[config.mk]
export PLATFORM = sky130hd
export DESIGN_NAME = tmp_readout
export DESIGN_NICKNAME = d
export VERILOG_FILES = /design/src/rtl/tmp_readout_pkg.sv /design/src/rtl/tmp_readout_fifo.sv /design/src/rtl/tmp_readout.sv
export SDC_FILE = /design/constraint.sdc
export NUM_CORES = 1
export LEC_CHECK = 0
export CAP_MARGIN = 0
export CORE_UTILIZATION = 48
export DETAILED_ROUTE_END_ITERATION = 8
export PLACE_DENSITY_LB_ADDON = 0.15
export SLEW_MARGIN = 20
export SYNTH_ARGS = -nofsm -noshare
export SYNTH_HDL_FRONTEND = slang
export SYNTH_SLANG_ARGS = --single-unit
[constraint.sdc]
create_clock -name clk -period 6.4 [get_ports clk]
set_clock_uncertainty 0.05 [all_clocks]
set_input_delay 1.28 -clock clk [delete_from_list [all_inputs] [get_ports clk]]
set_output_delay 1.28 -clock clk [all_outputs]
set_load 0.01 [all_outputs]
[src/rtl/tmp_readout_pkg.sv]
// Shared types and constants for the temperature-sensor readout.
// Latency: n/a (declarations only).
// Backpressure: n/a.
package tmp_readout_pkg;

    // Default conversion window, in packets (source + sink).
    localparam int TMP_WINDOW = 256;

    // Code width that holds 0..window inclusive.
    function automatic int tmp_code_w(input int window);
        return $clog2(window + 1);
    endfunction

    localparam int TMP_CODE_W = tmp_code_w(TMP_WINDOW);

    // Buffered result at the default window size.
    typedef struct packed {
        logic [3:0]            seq;
        logic [TMP_CODE_W-1:0] code;
    } tmp_entry_t;

endpackage

[src/rtl/tmp_readout_fifo.sv]
// 2-entry first-word-fall-through buffer for completed readout entries.
// Latency: a push is visible on o_dat the cycle after it is written; no bubble between entries.
// Backpressure: the caller must not push when full unless it pops in the same cycle.
//   clk, reset      : clock, asynchronous active-high reset
//   i_push, i_dat   : write strobe and data
//   i_pop           : consume the head entry
//   o_dat           : head entry
//   o_full, o_empty : occupancy flags
module tmp_readout_fifo #(
    parameter int W = 8
) (
    input  logic         clk,
    input  logic         reset,
    input  logic         i_push,
    input  logic [W-1:0] i_dat,
    input  logic         i_pop,
    output logic [W-1:0] o_dat,
    output logic         o_full,
    output logic         o_empty
);

    logic [W-1:0] r_mem [2];
    logic         r_wr_ptr;
    logic         r_rd_ptr;
    logic [1:0]   r_cnt;

    // When full, the write slot equals the read slot; a simultaneous push
    // and pop overwrites the head only after it has been consumed.
    always_ff @(posedge clk or posedge reset) begin
        if (reset) begin
            r_mem[0] <= '0;
            r_mem[1] <= '0;
            r_wr_ptr <= 1'b0;
            r_rd_ptr <= 1'b0;
            r_cnt    <= 2'd0;
        end else begin
            if (i_push) begin
                r_mem[r_wr_ptr] <= i_dat;
                r_wr_ptr        <= ~r_wr_ptr;
            end
            if (i_pop) begin
                r_rd_ptr <= ~r_rd_ptr;
            end
            case ({i_push, i_pop})
                2'b10:   r_cnt <= r_cnt + 2'd1;
                2'b01:   r_cnt <= r_cnt - 2'd1;
                default: r_cnt <= r_cnt;
            endcase
        end
    end

    assign o_dat   = r_mem[r_rd_ptr];
    assign o_full  = (r_cnt == 2'd2);
    assign o_empty = (r_cnt == 2'd0);

endmodule

[src/rtl/tmp_readout.sv]
// Counts source/sink charge packets over a fixed window and emits the sink count as a temperature code.
// Latency: the toggle that closes a window is presented on out_valid after the same edge (empty buffer).
// Backpressure: 2-entry buffer; a close arriving while full (no pop) is dropped and sets sticky ovf.
//   clk, reset          : clock, asynchronous active-high reset
//   src_tgl, snk_tgl    : controller toggle levels, each change is one packet
//   setup_bias          : holds the window clear while high
//   out_valid/out_ready : head-entry handshake; out_code, out_seq carry the entry
//   ovf                 : sticky drop flag; busy: window in progress
module tmp_readout
    import tmp_readout_pkg::*;
#(
    parameter int WINDOW = TMP_WINDOW,
    localparam int CODE_W = tmp_code_w(WINDOW)
) (
    input  logic              clk,
    input  logic              reset,
    input  logic              src_tgl,
    input  logic              snk_tgl,
    input  logic              setup_bias,
    input  logic              out_ready,
    output logic              out_valid,
    output logic [CODE_W-1:0] out_code,
    output logic [3:0]        out_seq,
    output logic              ovf,
    output logic              busy
);

    localparam int CNT_W = CODE_W + 1;
    localparam logic [CNT_W-1:0] WIN = CNT_W'(WINDOW);

    typedef struct packed {
        logic [3:0]        seq;
        logic [CODE_W-1:0] code;
    } entry_t;

    logic             r_src_q;
    logic             r_snk_q;
    logic [CNT_W-1:0] r_tot_cnt;
    logic [CNT_W-1:0] r_snk_cnt;
    logic [3:0]       r_seq_cnt;
    logic             r_ovf;

    logic             w_src_ev;
    logic             w_snk_ev;
    logic [CNT_W-1:0] w_tot_next;
    logic [CNT_W-1:0] w_tot_d;
    logic [CNT_W-1:0] w_snk_d;
    logic             w_close;
    logic [CODE_W-1:0] w_code;
    logic             w_push;
    logic             w_pop;
    logic             w_full;
    logic             w_empty;
    entry_t           w_wr_ent;
    entry_t           w_rd_ent;

    assign w_src_ev   = src_tgl ^ r_src_q;
    assign w_snk_ev   = snk_tgl ^ r_snk_q;
    assign w_tot_next = r_tot_cnt + CNT_W'(w_src_ev) + CNT_W'(w_snk_ev);

    // A sink event in the closing cycle always belongs to the closing window,
    // including the overshoot case where a source event lands alongside it.
    assign w_code = r_snk_cnt[CODE_W-1:0] + CODE_W'(w_snk_ev);

    always_comb begin
        w_close = 1'b0;
        w_tot_d = r_tot_cnt;
        w_snk_d = r_snk_cnt;
        if (setup_bias) begin
            w_tot_d = '0;
            w_snk_d = '0;
        end else if (w_tot_next < WIN) begin
            w_tot_d = w_tot_next;
            w_snk_d = r_snk_cnt + CNT_W'(w_snk_ev);
        end else begin
            w_close = 1'b1;
            // Overshoot by one: the source event opens the next window.
            w_tot_d = (w_tot_next == WIN) ? '0 : CNT_W'(1);
            w_snk_d = '0;
        end
    end

    assign w_pop  = out_valid && out_ready;
    assign w_push = w_close && (!w_full || w_pop);

    always_ff @(posedge clk or posedge reset) begin
        if (reset) begin
            r_src_q   <= 1'b0;
            r_snk_q   <= 1'b0;
            r_tot_cnt <= '0;
            r_snk_cnt <= '0;
            r_seq_cnt <= 4'd0;
            r_ovf     <= 1'b0;
        end else begin
            r_src_q   <= src_tgl;
            r_snk_q   <= snk_tgl;
            r_tot_cnt <= w_tot_d;
            r_snk_cnt <= w_snk_d;
            // Dropped windows still consume a tag so the host can see the gap.
            if (w_close) begin
                r_seq_cnt <= r_seq_cnt + 4'd1;
            end
            if (w_close && !w_push) begin
                r_ovf <= 1'b1;
            end
        end
    end

    assign w_wr_ent.seq  = r_seq_cnt;
    assign w_wr_ent.code = w_code;

    tmp_readout_fifo #(
        .W ($bits(entry_t))
    ) u_fifo (
        .clk     (clk),
        .reset   (reset),
        .i_push  (w_push),
        .i_dat   (w_wr_ent),
        .i_pop   (w_pop),
        .o_dat   (w_rd_ent),
        .o_full  (w_full),
        .o_empty (w_empty)
    );

    assign out_valid = !w_empty;
    assign out_code  = w_rd_ent.code;
    assign out_seq   = w_rd_ent.seq;
    assign ovf       = r_ovf;
    assign busy      = (r_tot_cnt != '0);

endmodule

==> impl_metrics.py <==
metrics = {
    "timing": {
        "period_share_pct": 66.84,
        "slew_headroom_pct": 44.65,
        "tmin_final_ns": 4.278,
        "tns_ns": 0,
        "maxClockFrequency_mhz": 233.8,
        "grt_setup_unrepaired": "false",
        "final-max-slew-violation-count": 0,
        "timing_worst_slew_pin_value_ns": 0.8303,
        "timing.final.hold_violations": 0,
        "worst_hold_margin_ns": 0.4276,
        "report.final.setup_viol": 0,
    },
    "global_route": {
        "gr-max-usage-layer": "met2",
        "groute.layer.met2.usage_pct": 25.66,
        "grt_antenna_before_repair": 0,
        "grt_remaining_overflow": 0,
        "met3_usage_pct": 3.214,
        "use_met1_pct": 23.51,
        "grt_pass1_vias": 1606,
        "grtUsageTotal_pct": 16.67,
        "largest_net_degree_at_the_start_of_global_routing": 57,
        "first_pass_grt_wire_length_mm": 7.728,
    },
    "placement": {
        "dp_hpwl_mm": 2.937,
        "portBuffers": 21,
        "place.detailed.instances": 302,
        "gp_congestion": 0.8708,
        "placedInstanceArea_um2": 2973,
    },
    "clock_tree": {
        "inserted_clock_buffers": 5,
        "h_tree_depth": 2,
        "tritoncts_clock_tree": "built",
        "clk_root_buffer_cell": "sky130_fd_sc_hd__clkbuf_8",
        "cts_sinks": 56,
        "insertion_delay_ns": 0.30,
        "cts-resized-gates": 0,
        "post_cts.repair.setup_buffers": 0,
        "post_cts_hold_fix_bufs": 0,
        "cts_max_path_buffers": 2,
        "clkSlewWorstSetupHoldPaths_ns": 0.09,
    },
    "setup_path": {
        "cp-start-kind": "input pin",
        "endpoint_kind": "flop",
        "cp_data_arrival_time_ns": 4.42,
        "criticalPathCategory": "in -> reg",
        "critical_path.max_fanout": 14,
        "worst_ep_required_time_ns": 6.54,
    },
    "floorplan": {
        "dieArea_um2": 5964,
        "num_io_pins": 22,
        "initial_core_util_pct": 49.63,
        "die-height_um": 77.23,
        "fp.coreArea_um2": 5473,
        "row_count": 27,
        "die_width_um": 77.23,
    },
    "synthesis": {
        "synth_top_family_by_area": "multiplexers",
        "syn_inst": 214,
        "synth_compound_gate_area_share_pct": 2.994,
        "asyncSetResetFlopFracSynth_pct": 100.0,
        "synth.distinct_cells": 44,
        "synth-simple-area-share_pct": 14.00,
        "post_synth_mux_area_share_pct": 17.83,
        "synthAdderAreaFrac_pct": 3.040,
        "yosys_warnings": 0,
        "synth_seq_cells": 56,
        "ys.flop_type": "sky130_fd_sc_hd__dfrtp_1",
        "syn_avg_cell_area_um2": 12.69,
        "synth_xor_xnor_area_share_pct": 7.416,
        "count_of_flip_flops_with_a_built_in_enable_after_synthesis": 0,
        "seq_area_frac_synth_pct": 51.59,
        "mappedNetlistArea_um2": 2716,
    },
    "power_and_ir_drop": {
        "total_power_uw": 1035,
        "intPower_uw": 750.9,
        "vdd.ir_drop.worst_v": 0.0002139,
        "powerDensity_nw_per_um2": 333.0,
        "total_leakage_power_uw": 0.001405,
        "power.clock.fraction_pct": 25.7,
        "power_frac_seq_pct": 46.9,
        "comb_power_share_pct": 27.5,
        "net-switching-power_uw": 284.0,
        "p_sw_share_pct": 27.44,
    },
    "drt": {
        "drt_pre_antenna_iters": 4,
        "wl_per_cell_um": 14.13,
        "postRouteWirelength_mm": 4.366,
        "detail_route.iter0.violations": 93,
        "detail_route.vias_per_cell": 5.058,
        "route.antenna.remaining_nets": 0,
        "route.vias.total": 1563,
        "total_drc_errors_in_the_routed_layout": 0,
    },
    "final_layout": {
        "finalNetCount": 249,
        "post_route_cells_drive_above_1_share_pct": 23.63,
        "final_cells": 309,
        "layout-area-overhead-vs-synth_pct": 14.42,
        "insertedDiodeCount": 0,
        "layout_common_cells": "sky130_fd_sc_hd__dfrtp_1, sky130_fd_sc_hd__mux2_2, sky130_fd_sc_hd__clkdlybuf4s50_1, sky130_fd_sc_hd__nor2_1, sky130_fd_sc_hd__xor2_1",
        "final_design_area_no_fill_um2": 3108,
        "layout_commonest_cell": "sky130_fd_sc_hd__dfrtp_1",
    },
    "job": {
        "drv_cap": 0,
    },
    "outcome": {
        "status": "finished clean",
    },
    "hold_path": {
        "holdCritPathClass": "reg -> reg",
    },
}
[power groups by stage]
stage / clock (uW) / combinational (uW) / sequential, uW
after detailed placement: 0 / 287 / 494
after global placement: 0 / 283 / 493
after global routing: 284 / 309 / 497
after floorplan: 0 / 212 / 466
after CTS: 272 / 290 / 487
final: 266 / 284 / 485
[sequential cells by signal, summed over array words and instances, names as in the netlist]
register / cells
r_src_q: 1
r_snk_cnt: 9
r_tot_cnt: 10
u_fifo.r_rd_ptr: 1
r_seq_cnt: 4
r_snk_q: 1
ovf: 1
u_fifo.r_wr_ptr: 1
u_fifo.r_cnt: 2
u_fifo.r_mem: 26
[logic make-up (layout without fill, tap and decap cells)]
family,Yosys count,after routing
and+or+nand+nor,64,64
AOI/OAI and AO/OA,11,11
adders and majority gates,6,6
buffers and inverters,13,35
DFF,56,56
muxes,40,40
other,1,2
xor gates and xnor gates,23,23
[critical path, stage by stage]
cell and delay (ns):
sky130_fd_sc_hd__clkdlybuf4s50_1 0.50, sky130_fd_sc_hd__xor2_1 0.28, sky130_fd_sc_hd__fa_1 0.27, sky130_fd_sc_hd__ha_1 0.33, sky130_fd_sc_hd__nand3_4 0.14, sky130_fd_sc_hd__nor4b_4 0.48
sky130_fd_sc_hd__or3_1 0.73, sky130_fd_sc_hd__mux2_2 0.41
[routing by layer]
| metal | wire, um | vias up | share of wire (%) |
|---|---|---|---|
| met1 | 2227 | 755 | 51 |
| li1 | - | 780 | - |
| met5 | 0 | - | 0 |
| met2 | 1971 | 22 | 45 |
| met3 | 114 | 6 | 2.6 |
| met4 | 53 | 0 | 1.2 |
[synth_stat cells (2+ instances only)]
library cell / count / share of area [%]
sky130_fd_sc_hd__nand2_1: 9 / 1.2
sky130_fd_sc_hd__mux2_2: 29 / 12
sky130_fd_sc_hd__o21bai_1: 2 / 0.55
sky130_fd_sc_hd__clkbuf_1: 2 / 0.28
sky130_fd_sc_hd__dfrtp_1: 56 / 52
sky130_fd_sc_hd__and2_1: 4 / 0.92
sky130_fd_sc_hd__buf_6: 2 / 0.83
sky130_fd_sc_hd__buf_2: 2 / 0.37
sky130_fd_sc_hd__inv_1: 5 / 0.69
sky130_fd_sc_hd__o41ai_1: 3 / 0.97
sky130_fd_sc_hd__mux2_1: 2 / 0.83
sky130_fd_sc_hd__nor4_1: 2 / 0.46
sky130_fd_sc_hd__or2_2: 2 / 0.46
sky130_fd_sc_hd__o21ai_0: 2 / 0.37
sky130_fd_sc_hd__xor2_1: 13 / 4.2
sky130_fd_sc_hd__nand3_1: 7 / 1.3
sky130_fd_sc_hd__nor2b_1: 7 / 1.6
sky130_fd_sc_hd__or3_1: 3 / 0.69
sky130_fd_sc_hd__xnor2_1: 10 / 3.2
sky130_fd_sc_hd__nand4_1: 2 / 0.46
sky130_fd_sc_hd__nor2_1: 15 / 2.1
sky130_fd_sc_hd__ha_1: 5 / 2.3
sky130_fd_sc_hd__mux2_4: 9 / 5.0
[final timing paths]
path                            depth (start not counted)                to     from  slack [ns]
worst min-delay path                                    1               ovf      ovf        0.43
worst max-delay path                                    8  u_fifo.r_mem[23]  snk_tgl        2.12
worst min register to register                          1               ovf      ovf        0.43
worst max register to register                          7  u_fifo.r_mem[23]  r_snk_q        3.23
max in group asynchronous                               3  u_fifo.r_mem[10]    reset        4.42
min in group asynchronous                               3   u_fifo.r_mem[1]    reset        1.44
[metrics by stage]
stage,setup WS (ns),utilization (%)
3_5_place_dp,1.813,54.32
4_1_cts,2.126,56.68
5_1_grt,1.913,56.79
3_3_place_gp,1.872,54.32
2_1_floorplan,2.737,-
6_report,2.122,56.79
[layout make-up]
| type | instances | area [um^2] |
|---|---|---|
| inverters | 5 | 18.77 |
| fillers | 481 | 2365 |
| flip-flops and latches | 56 | 1401 |
| repair buffers | 23 | 225.2 |
| clock buffers | 5 | 68.82 |
| well taps | 72 | 90.09 |
| clock inverters | 2 | 60.06 |
| multi-input cells | 146 | 1244 |
No activity file was read; power rests on OpenSTA's default activity.
